## config.mk

```make
export PLATFORM = sky130hd
export DESIGN_NAME = filt_cicd
export DESIGN_NICKNAME = d
export VERILOG_FILES = /design/src/rtl/filt_cicd_pkg.sv /design/src/rtl/filt_cicd_comb.sv /design/src/rtl/filt_cicd.sv
export SDC_FILE = /design/constraint.sdc
export NUM_CORES = 1
export LEC_CHECK = 0
export CORE_MARGIN = 4
export CORE_UTILIZATION = 51
export CTS_CLUSTER_DIAMETER = 60
export DETAILED_ROUTE_END_ITERATION = 12
export PLACE_DENSITY = 0.71
export SETUP_SLACK_MARGIN = 0.15
export SYNTH_ARGS = -nofsm -noshare
export SYNTH_HDL_FRONTEND = slang
export SYNTH_SLANG_ARGS = --single-unit
```

## constraint.sdc

```tcl
create_clock -name i_clk -period 5.1 [get_ports i_clk]
set_clock_uncertainty 0.05 [all_clocks]
set_input_delay 1.02 -clock i_clk [delete_from_list [all_inputs] [get_ports i_clk]]
set_output_delay 1.02 -clock i_clk [all_outputs]
set_load 0.05 [all_outputs]
```

## src/rtl/filt_cicd_pkg.sv

```systemverilog
// Shared helpers for the CIC decimator: ceil(log2) and the Hogenauer
// full-precision output width used as the default datapath width.
package filt_cicd_pkg;

  function automatic int clog2(input int value);
    int result;
    result = 0;
    for (int i = 0; i < 31; i++) begin
      if ((1 << i) < value) result = i + 1;
    end
    return result;
  endfunction

  // Width that holds x*(R*M)^N without overflow for any x of inp_width bits.
  function automatic int cic_oup_width(input int inp_width, input int rate,
                                       input int order, input int diff_delay);
    return inp_width + order * clog2(rate * diff_delay);
  endfunction

endpackage

```

## src/rtl/filt_cicd_comb.sv

```systemverilog
// One comb stage: o_data = i_data - i_data delayed by gp_diff_delay strobes.
// The subtract is combinational so a whole chain settles within the strobe
// cycle; only the delay line is registered and it shifts on strobe only.
module filt_cicd_comb
  import filt_cicd_pkg::*;
#(
  parameter int gp_width      = 14,
  parameter int gp_diff_delay = 1
) (
  input  logic                i_clk,
  input  logic                i_rst_an,
  input  logic                i_strobe,
  input  logic [gp_width-1:0] i_data,
  output logic [gp_width-1:0] o_data
);

  logic [gp_diff_delay-1:0][gp_width-1:0] dly_q, dly_d;

  // Shift the delay line by one decimated sample on each strobe.
  always_comb begin
    dly_d = dly_q;
    if (i_strobe) begin
      dly_d[0] = i_data;
      for (int i = 1; i < gp_diff_delay; i++) dly_d[i] = dly_q[i-1];
    end
  end

  // Delay-line registers with synchronous active-low clear.
  always_ff @(posedge i_clk) begin
    if (!i_rst_an) dly_q <= '0;
    else           dly_q <= dly_d;
  end

  // Modulo subtraction; wrap in the integrators cancels out here.
  assign o_data = i_data - dly_q[gp_diff_delay-1];

endmodule

```

## src/rtl/filt_cicd.sv

```systemverilog
// CIC decimator: N pipelined integrators at input rate, a slot counter that
// picks one sample in every R, and N comb stages running on that strobe.
// The comb result is registered into o_data with a one-cycle o_valid pulse.
module filt_cicd
  import filt_cicd_pkg::*;
#(
  parameter int gp_decimation_factor = 4,
  parameter int gp_order             = 3,
  parameter int gp_diff_delay        = 1,
  parameter int gp_phase             = 0,
  parameter int gp_inp_width         = 8,
  parameter int gp_oup_width         = cic_oup_width(gp_inp_width, gp_decimation_factor,
                                                     gp_order, gp_diff_delay)
) (
  input  logic                    i_clk,
  input  logic                    i_rst_an,
  input  logic                    i_ena,
  input  logic [gp_inp_width-1:0] i_data,
  output logic [gp_oup_width-1:0] o_data,
  output logic                    o_valid
);

  localparam int                  lp_cnt_w     = clog2(gp_decimation_factor);
  localparam logic [lp_cnt_w-1:0] lp_cnt_last  = lp_cnt_w'(gp_decimation_factor - 1);
  localparam logic [lp_cnt_w-1:0] lp_cnt_phase = lp_cnt_w'(gp_phase);

  logic [gp_oup_width-1:0]               data_ext;
  logic [gp_order-1:0][gp_oup_width-1:0] acc_q, acc_d;
  logic [lp_cnt_w-1:0]                   cnt_q, cnt_d;
  logic [gp_oup_width-1:0]               o_data_q, o_data_d;
  logic                                  o_valid_q, o_valid_d;
  logic                                  strobe;
  logic [gp_oup_width-1:0]               comb_out;

  assign data_ext = gp_oup_width'($signed(i_data));
  assign strobe   = i_ena && (cnt_q == lp_cnt_phase);

  // Integrator chain; each stage adds the previous stage's registered value.
  always_comb begin
    acc_d = acc_q;
    if (i_ena) begin
      acc_d[0] = acc_q[0] + data_ext;
      for (int k = 1; k < gp_order; k++) acc_d[k] = acc_q[k] + acc_q[k-1];
    end
  end

  // Slot counter 0..R-1, advancing only on accepted samples.
  always_comb begin
    cnt_d = cnt_q;
    if (i_ena) cnt_d = (cnt_q == lp_cnt_last) ? '0 : cnt_q + 1'b1;
  end

  // Comb chain fed by the last integrator's registered output.
  for (genvar k = 0; k < gp_order; k++) begin : g_comb
    logic [gp_oup_width-1:0] stage_in;
    logic [gp_oup_width-1:0] stage_out;
    if (k == 0) begin : g_first
      assign stage_in = acc_q[gp_order-1];
    end else begin : g_next
      assign stage_in = g_comb[k-1].stage_out;
    end
    filt_cicd_comb #(
      .gp_width      (gp_oup_width),
      .gp_diff_delay (gp_diff_delay)
    ) u_comb (
      .i_clk    (i_clk),
      .i_rst_an (i_rst_an),
      .i_strobe (strobe),
      .i_data   (stage_in),
      .o_data   (stage_out)
    );
  end

  assign comb_out = g_comb[gp_order-1].stage_out;

  // Capture the comb result on strobe; hold it otherwise.
  always_comb begin
    o_data_d  = o_data_q;
    o_valid_d = strobe;
    if (strobe) o_data_d = comb_out;
  end

  // State registers; synchronous active-low reset overrides i_ena.
  always_ff @(posedge i_clk) begin
    if (!i_rst_an) begin
      acc_q     <= '0;
      cnt_q     <= '0;
      o_data_q  <= '0;
      o_valid_q <= 1'b0;
    end else begin
      acc_q     <= acc_d;
      cnt_q     <= cnt_d;
      o_data_q  <= o_data_d;
      o_valid_q <= o_valid_d;
    end
  end

  assign o_data  = o_data_q;
  assign o_valid = o_valid_q;

endmodule

```

== Word level (Yosys, flattened, before mapping) ==
Cells that the tools add are included.
Storage, ports and cells
  flip-flop bits (word level): 101
  input port bits: 11
  output and inout bits: 15
  word-level logic and storage cells: 20
Cells by class
  $add $sub $neg: 7
  equality and inequality tests: 1
  mux-type cells: 1
  reductions and logical operators: 2
Operators with widths (count)
  $add A14 B14 Y14: 3
  $sub A14 B14 Y14: 3
  $add A2 B1 Y2 const B: 1
  $eq A2 B2 Y1 const B: 1
  $logic_not A2 Y1: 1
  $mux W2: 1
  $logic_and A1 B1 Y1: 1

== Depth between registers and ports, before layout ==
Gate-level depths: netlist (run 1).
  depth in word-level cells: 3
  gate-level depth with buffers: 25
  mapped depth without buffers: 25

== Modules after synthesis ==
From an unflattened synthesis (run 1), not the netlist that was laid out.
Second synthesis, totals
  cell total of the unflattened synthesis: 944
  area, all modules: 7966.4 um^2
Modules (own cells, without submodules)
  filt_cicd: times used 1, cells an instance 476, area an instance 4018.9 um^2, seq. area each 1181.1 um^2
  filt_cicd_comb (g_comb[1].u_comb ...): times used 2, cells an instance 156, area an instance 1315.0 um^2, seq. area each 280.3 um^2
  filt_cicd_comb (g_comb[0].u_comb): times used 1, cells an instance 156, area an instance 1317.5 um^2, seq. area each 280.3 um^2

== Least setup slack after synthesis (run 1) ==
Ideal clock, no wire load.
  kind: register to register
  start point: register acc_q (netlist bit g_comb[0].stage_in[0])
  end point: register o_data_q[12], in the netlist o_data[12]
  library setup time: 118 ps
  arrival: 4574 ps
  required time: 4932 ps
  path slack: 357 ps
  stages on the path, launching flop included: 23
  path buffers: 0
  clock period less this slack: 4743 ps
  cells stage by stage: dfxtp_1 inv_1 ha_1 inv_1 fa_1 a21o_1 a21oi_1 nor2b_1 o21a_1 nor2_1 xnor2_1 ha_1 a211o_1 o31ai_1 o21bai_1 a21oi_1 xnor2_1 ha_1 and3_1 a221o_1 a221oi_1 xor2_1 o21ai_1
On the way
  longest elaborated chain between the ends: 3
Ends and longest elaborated chain
  from (decl): line filt_cicd.sv:28  | logic [gp_order-1:0][gp_oup_width-1:0] acc_q, acc_d;
  from (signal assigned): line filt_cicd.sv:86  | acc_q <= '0;
  from (signal assigned): line filt_cicd.sv:91  | acc_q <= acc_d;
  $sub A14 B14 Y14: line filt_cicd_comb.sv:35  | assign o_data = i_data - dly_q[gp_diff_delay-1];
  net g_comb[0].stage_out[6]: line filt_cicd.sv:56  | logic [gp_oup_width-1:0] stage_out;
  $sub A14 B14 Y14: line filt_cicd_comb.sv:35
  net g_comb[1].stage_out[9]: line filt_cicd.sv:56
  $sub A14 B14 Y14: line filt_cicd_comb.sv:35
  to (signal assigned): line filt_cicd.sv:93  | o_data_q <= o_data_d;
  to (decl): line filt_cicd.sv:30  | logic [gp_oup_width-1:0] o_data_q, o_data_d;
The timed path passes the listed nets, and every way through them passes these cells.
A chain may end at the register's enable or synchronous reset.

== Final worst setup path (run 1) ==
Same ends and word-level chain as after synthesis.

==> results of run 1 <==
[layout make-up]
cell class,instances,area [µm²],area share (%)
clock inverters,6,95.1,1.22
multi-input cells,649,4620,59.3
inverters,65,244,3.13
clock buffers,10,239,3.07
well taps,176,220,2.83
flip-flops and latches,101,2020,26.0
repair buffers,38,347,4.45
[state kept, by name (all words and copies together), names as in the netlist]
register	cells
acc_q	28
o_data	14
o_valid	1
g_comb.u_comb.dly_q	42
g_comb.stage_in	14
cnt_q	2
[power by group]
group | switching [µW] | total [µW] | internal, µW | leakage, µW
clock network | 315 | 763 | 448 | 0.000157
registers | 75.8 | 996 | 920 | 0.000828
logic | 1750 | 3300 | 1550 | 0.00228
[Yosys cell counts (3+ instances only)]
cell | number | share of area, %
a211o_1 | 3 | 0.38
a211oi_1 | 16 | 1.7
a21boi_1 | 4 | 0.44
a21o_1 | 13 | 1.4
a21oi_1 | 68 | 4.9
a31o_1 | 3 | 0.38
a31oi_1 | 3 | 0.27
a41oi_1 | 3 | 0.38
and2_1 | 4 | 0.36
buf_1 | 8 | 0.44
clkbuf_1 | 20 | 1.1
dfxtp_1 | 101 | 29
fa_1 | 6 | 1.7
ha_1 | 80 | 15
inv_1 | 64 | 3.5
mux2i_1 | 35 | 5.1
nand2_1 | 113 | 6.1
nand2b_1 | 16 | 1.5
nand3_1 | 9 | 0.65
nand3b_1 | 4 | 0.44
nand4_1 | 3 | 0.27
nor2_1 | 75 | 4.1
nor2b_1 | 10 | 0.91
nor3_1 | 4 | 0.29
nor3b_1 | 3 | 0.33
o2111ai_1 | 3 | 0.38
o211ai_1 | 9 | 0.98
o21a_1 | 20 | 2.2
o21ai_0 | 30 | 2.2
o21ai_1 | 11 | 0.80
o21bai_1 | 3 | 0.33
o31a_1 | 8 | 1.0
or2_2 | 4 | 0.36
xnor2_1 | 40 | 5.1
xor2_1 | 17 | 2.2
[metrics by stage]
stage                     hold slack (ps)  cells
after floorplan                       386    843
after global placement                388   1024
after detailed placement              393   1024
after CTS                             403   1040
after global routing                  422   1045
final                                 398   1045
[cell families after synthesis]
group / synth area share (%)
AO/OA/AOI/OAI: 20.2
XOR/XNOR: 7.80
buffers and inverters: 5.06
flip-flops: 29.3
AND/OR/NAND/NOR: 16.3
multiplexers: 5.08
adder cells (fa/ha/maj): 16.2
[how the worst max path moves through the flow]
stage	start	endpoint	cells past startpoint
after floorplan	g_comb[0].stage_in[0]	o_data[12]	22
after global placement	g_comb[0].stage_in[0]	o_data[12]	23
after detailed placement	g_comb[0].stage_in[0]	o_data[12]	23
after CTS	g_comb[0].stage_in[0]	o_data[12]	23
after global routing	g_comb[0].stage_in[0]	o_data[12]	23
final	g_comb[0].stage_in[0]	o_data[12]	23
[metal layers]
layer,share of wire [%],GRT usage (%),up-vias
met3,2.5,3.95,12
met4,1.2,4.38,0
met2,46,29.0,46
li1,-,-,2964
met5,0,0,-
met1,50,23.4,2492
[timing repair]
| action | CTS | global route |
|---|---|---|
| endpoints found under the hold margin | 0 | 0 |
| pin swaps | 0 | 19 |
| resized for setup | 2 | 17 |
| setup endpoints to repair | 1 | 5 |
| buffers inserted | 0 | 5 |
[worst register-to-register path: cells and delay by family, from the launching register on]
family,cells,cell delay (ps)
buf+inv,3,260
simple gates,3,340
flops,1,340
xor+xnor,3,510
fa+ha+maj,4,1120
compound gates,10,2060
==> run_results.csv, run 1 <==
group,metric,value,unit
yosys,syn_avg_cell_area,8.19,µm²
job,max_cap_viol_count,0,
yosys,synth-async-reset-ratio,0,%
clock_network,h-tree-depth,3,
timing,slew_viol_final,0,
critical_path,path_cells,"inv_2, ha_4, inv_2, fa_2, a21o_1, a21oi_2, nor2b_2, o21a_1, nor2_2, xnor2_1, ha_1, a211o_1, o31ai_2, buf_4, o21bai_1, a21oi_1, xnor2_1, ha_1, and3_1, a221o_1, a221oi_2, xor2_1, o21ai_1",
clock_network,cts_sinks,101,
global_routing,grt-ovfl-total,0,
clock_network,tritoncts,"yes",
floorplan,die_w,124,µm
worst_hold_path,holdPathEnd,"o_data[4]",
global_routing,grt_max_degree,56,
critical_path,cpPeakStageDelay,370,ps
clock_network,clock_latency,350,ps
worst_hold_path,hold_path_class,"reg2reg",
drt,final_antenna_net_count,0,
worst_hold_path,whs_path_depth,2,
timing,timing.fmax,210,MHz
floorplan,io_pins,26,
finish,post-route-cell-area,7790,µm²
floorplan,die-area,15500,µm²
drt,firstDrtPassIters,4,
place,dpl_cell_area,7330,µm²
finish,final_common_cell,"nand2_1",
critical_path,cpMaxStageDelayCell,"fa_2",
timing,layout_setup_ws,330,ps
clock_network,ctsHoldBuffers,0,
drt,drc_errors,0,
timing,rsz0062_at_grt,"true",
clock_network,cts-buffers-inserted,9,
critical_path,cp_num_buf_inv,3,
drt,via_per_inst,5.28,
critical_path,worst_path_dominant_cell_family,"compound AO/OA/AOI/OAI gates",
yosys,synth_cells,843,
floorplan,initial_utilization,52.1,%
power,p_leak,0.00327,µW
critical_path,crit_fanout,5,
critical_path,cp.required,5290,ps
yosys,syn-num-nets,940,
yosys,synthFlopType,"dfxtp_1",
yosys,yosysWarningCount,0,
timing,relSlewSlack,31.0,%
timing,final.setup.tns,0,ps
floorplan,core_area,13200,µm²
drt,finalWirelength,13.2,mm
timing,fin_crit_sh,93.5,%
power,power_density,650,nW/µm²
finish,syn_to_final_growth,12.8,%
finish,layout-drive-gt1-share,7.02,%
critical_path,cp.arrival,4960,ps
clock_network,root_buffer,"clkbuf_16",
global_routing,grtUsageTotal,17.6,%
drt,wire_per_inst,12.6,µm
yosys,seq_area_frac_synth,29.3,%
status,status,"completed",
finish,finish.utilization,58.8,%
yosys,yosysUniqueCellTypes,58,
global_routing,first_global_vias,5299,
global_routing,grt_pass1_wl,23.5,mm
critical_path,reg2reg_depth,23,
yosys,netlist_area,6900,µm²
worst_hold_path,worstHoldStart,"o_data[4]",
global_routing,antenna_found_initial,0,
critical_path,startpoint_type,"flip-flop",
power,total_power,5060,µW
critical_path,critical_path_class,"reg2reg",
drt,vias,5514,
clock_network,clk_pin_slew_worst_paths,70,ps
finish,antenna_cells,0,
finish,mostFrequentLayoutCells,"nand2_1, dfxtp_1, ha_1",
yosys,synth-seq-cells,101,
place,gp_congestion,0.796,
timing,period_needed,4770,ps
timing,finalHoldViolations,0,
power,ir_drop,0.427,mV
critical_path,cp-end-kind,"flip-flop",
place,preCtsSetupSlack,83.4,ps
clock_network,clk_path_buf_depth,2,
drt,drtIter0Drc,251,
critical_path,regToRegSetupSlack,330,ps
critical_path,r2r_end,"o_data[12]",
floorplan,core.rowCount,42,
yosys,synth_edf_count,0,
timing,worst_pin_slew,1030,ps
place,port_buffers,25,
timing,setup_viol,0,
critical_path,timing.rr.start,"g_comb[0].stage_in[0]",
finish,fin_nets,961,
place,post-dp-hpwl,9.41,mm
floorplan,die_h,124,µm
finish,fillCellCount,1230,
No activity file was read; power rests on OpenSTA's default activity.
==> inputs of run 2 (changes only) <==
- PLACE_DENSITY: 0.71 -> 0.69
- clock period: 5.1 -> 4.79 ns (I/O delays scaled with it)
==> run 2 against run 1 <==
Power rose by 12%; critical path depth fell by 1; final cell count rose by 0.48%; flip-flop and latch count did not move; critical path type unchanged; largest power group unchanged.
==> run_results.csv, run 2 (synthesis gave the netlist of run 1 again) <==
group,metric,value,unit
clock_network,ctsHoldBuffers,0,
drt,final_antenna_net_count,0,
global_routing,met3_usage,4.12,%
timing,period_needed,4640,ps
finish,fin_nets,968,
global_routing,first_global_vias,5612,
timing,slew_viol_final,0,
drt,drc_errors,0,
global_routing,met2_usage,31.5,%
place,port_buffers,25,
timing,finalHoldViolations,0,
global_routing,gr-max-usage-layer,"met2",
global_routing,grtUsageTotal,18.2,%
clock_network,clk_pin_slew_worst_paths,60,ps
floorplan,io_pins,26,
timing,setup_viol,0,
floorplan,die-area,15500,µm²
place,post-dp-hpwl,10.0,mm
floorplan,initial_utilization,52.1,%
timing,relSlewSlack,28.9,%
timing,final.setup.tns,0,ps
finish,syn_to_final_growth,13.6,%
drt,firstDrtPassIters,5,
global_routing,grt-ovfl-total,0,
critical_path,crit_fanout,3,
critical_path,cp.arrival,4810,ps
clock_network,tritoncts,"yes",
finish,multi_input_area,4680,µm²
critical_path,critical_path_class,"reg2reg",
critical_path,cp.required,4970,ps
status,status,"completed",
finish,antenna_cells,0,
clock_network,cts_sinks,101,
drt,finalWirelength,14.0,mm
timing,rsz0062_at_grt,"true",
finish,post-route-cell-area,7840,µm²
critical_path,cp-end-kind,"flip-flop",
place,dpl_cell_area,7350,µm²
power,power_density,724,nW/µm²
finish,largest_reg_flops,42,
worst_hold_path,hold_path_class,"reg2reg",
timing,worst_pin_slew,1060,ps
drt,via_per_inst,5.41,
floorplan,die_w,124,µm
global_routing,grt_pass1_wl,24.5,mm
power,ir_drop,0.477,mV
global_routing,antenna_found_initial,0,
finish,final_common_cell,"nand2_1",
clock_network,h-tree-depth,3,
place,gp_congestion,0.828,
clock_network,clock_latency,350,ps
clock_network,root_buffer,"clkbuf_16",
finish,final_cell_count_no_fill,1050,
critical_path,startpoint_type,"flip-flop",
global_routing,grt_use_met1,23.0,%
drt,drtIter0Drc,355,
clock_network,cts-buffers-inserted,9,
finish,top_register,"g_comb.u_comb.dly_q",
clock_network,clk_path_buf_depth,2,
power,p_leak,0.00330,µW
drt,wire_per_inst,13.3,µm
timing,fin_crit_sh,96.8,%
floorplan,die_h,124,µm
finish,reg.largest.list,"g_comb.u_comb.dly_q: 42 flops, acc_q: 28 flops",
drt,vias,5684,
finish,mostFrequentLayoutCells,"nand2_1, dfxtp_1, ha_1",
global_routing,grt_max_degree,57,
floorplan,core.rowCount,42,
finish,seqCellArea,2020,µm²
finish,layout-drive-gt1-share,8.92,%
timing,timing.fmax,216,MHz
floorplan,core_area,13200,µm²
place,dpl.cell_count,1026,
timing,holdWs,400,ps
finish,fillCellCount,1211,
job,max_cap_viol_count,0,
==> run 2: through the flow <==
stage	util (%)	worst slack (ps)	total power (µW)
2_1_floorplan	-	164	3690
3_3_place_gp	55.5	79.1	4250
3_5_place_dp	55.5	-19.2	4360
4_1_cts	58.0	159	5250
5_1_grt	59.2	-94.9	6130
6_report	59.2	154	5670
==> run 2: layer usage <==
| metal | part of all wire [%] | vias to the layer above |
|---|---|---|
| met5 | 0 | - |
| met4 | 1.1 | 0 |
| met3 | 2.9 | 16 |
| met2 | 48 | 69 |
| met1 | 48 | 2624 |
| li1 | - | 2975 |
==> run 2: path summary, 6_finish.rpt <==
kind / endpoint / start / cells past startpoint / slack [ps]
worst max-delay path: o_data[12] / g_comb[0].stage_in[0] / 22 / 150
worst min-delay path: o_data[3] / o_data[3] / 2 / 400
worst max register to register: o_data[12] / g_comb[0].stage_in[0] / 22 / 150
worst min register to register: o_data[3] / o_data[3] / 2 / 400
==> run 2: worst max-delay path, stage by stage, from the launching register on <==
cell	delay (ps)
dfxtp_2	320
inv_2	60
ha_4	120
inv_2	40
fa_2	360
a21o_1	170
a21oi_2	150
nor2b_2	70
o21a_1	190
nor2_2	140
xnor2_2	130
ha_1	270
a211o_1	360
o21a_1	210
nor2_2	150
xnor2_2	140
ha_1	280
and2_4	160
or2_4	220
a221o_1	370
a221oi_2	290
xor2_1	190
o21ai_1	70
==> run 2: area by class of cell <==
cell class / count / share of cell area [%]
inverter: 65 / 3.11
tap: 176 / 2.81
timing repair buffer: 45 / 5.14
sequential: 101 / 25.8
clock inverter: 2 / 0.128
clock buffer: 12 / 3.27
multi-input combinational: 649 / 59.7
==> run 2: repair_timing <==
item                                    CTS  global route
hold endpoints to repair                  0             0
pin swaps                                13            23
buffers inserted                          5             5
endpoints found under the setup margin    2             5
gates resized for setup                   5            31
==> run 2: power by group <==
group,leakage [µW],internal (µW),switching (µW)
sequential,0.000828,980,81.9
combinational,0.00234,1880,2060
clock,0.000134,373,300
total,0.00330,3230,2440
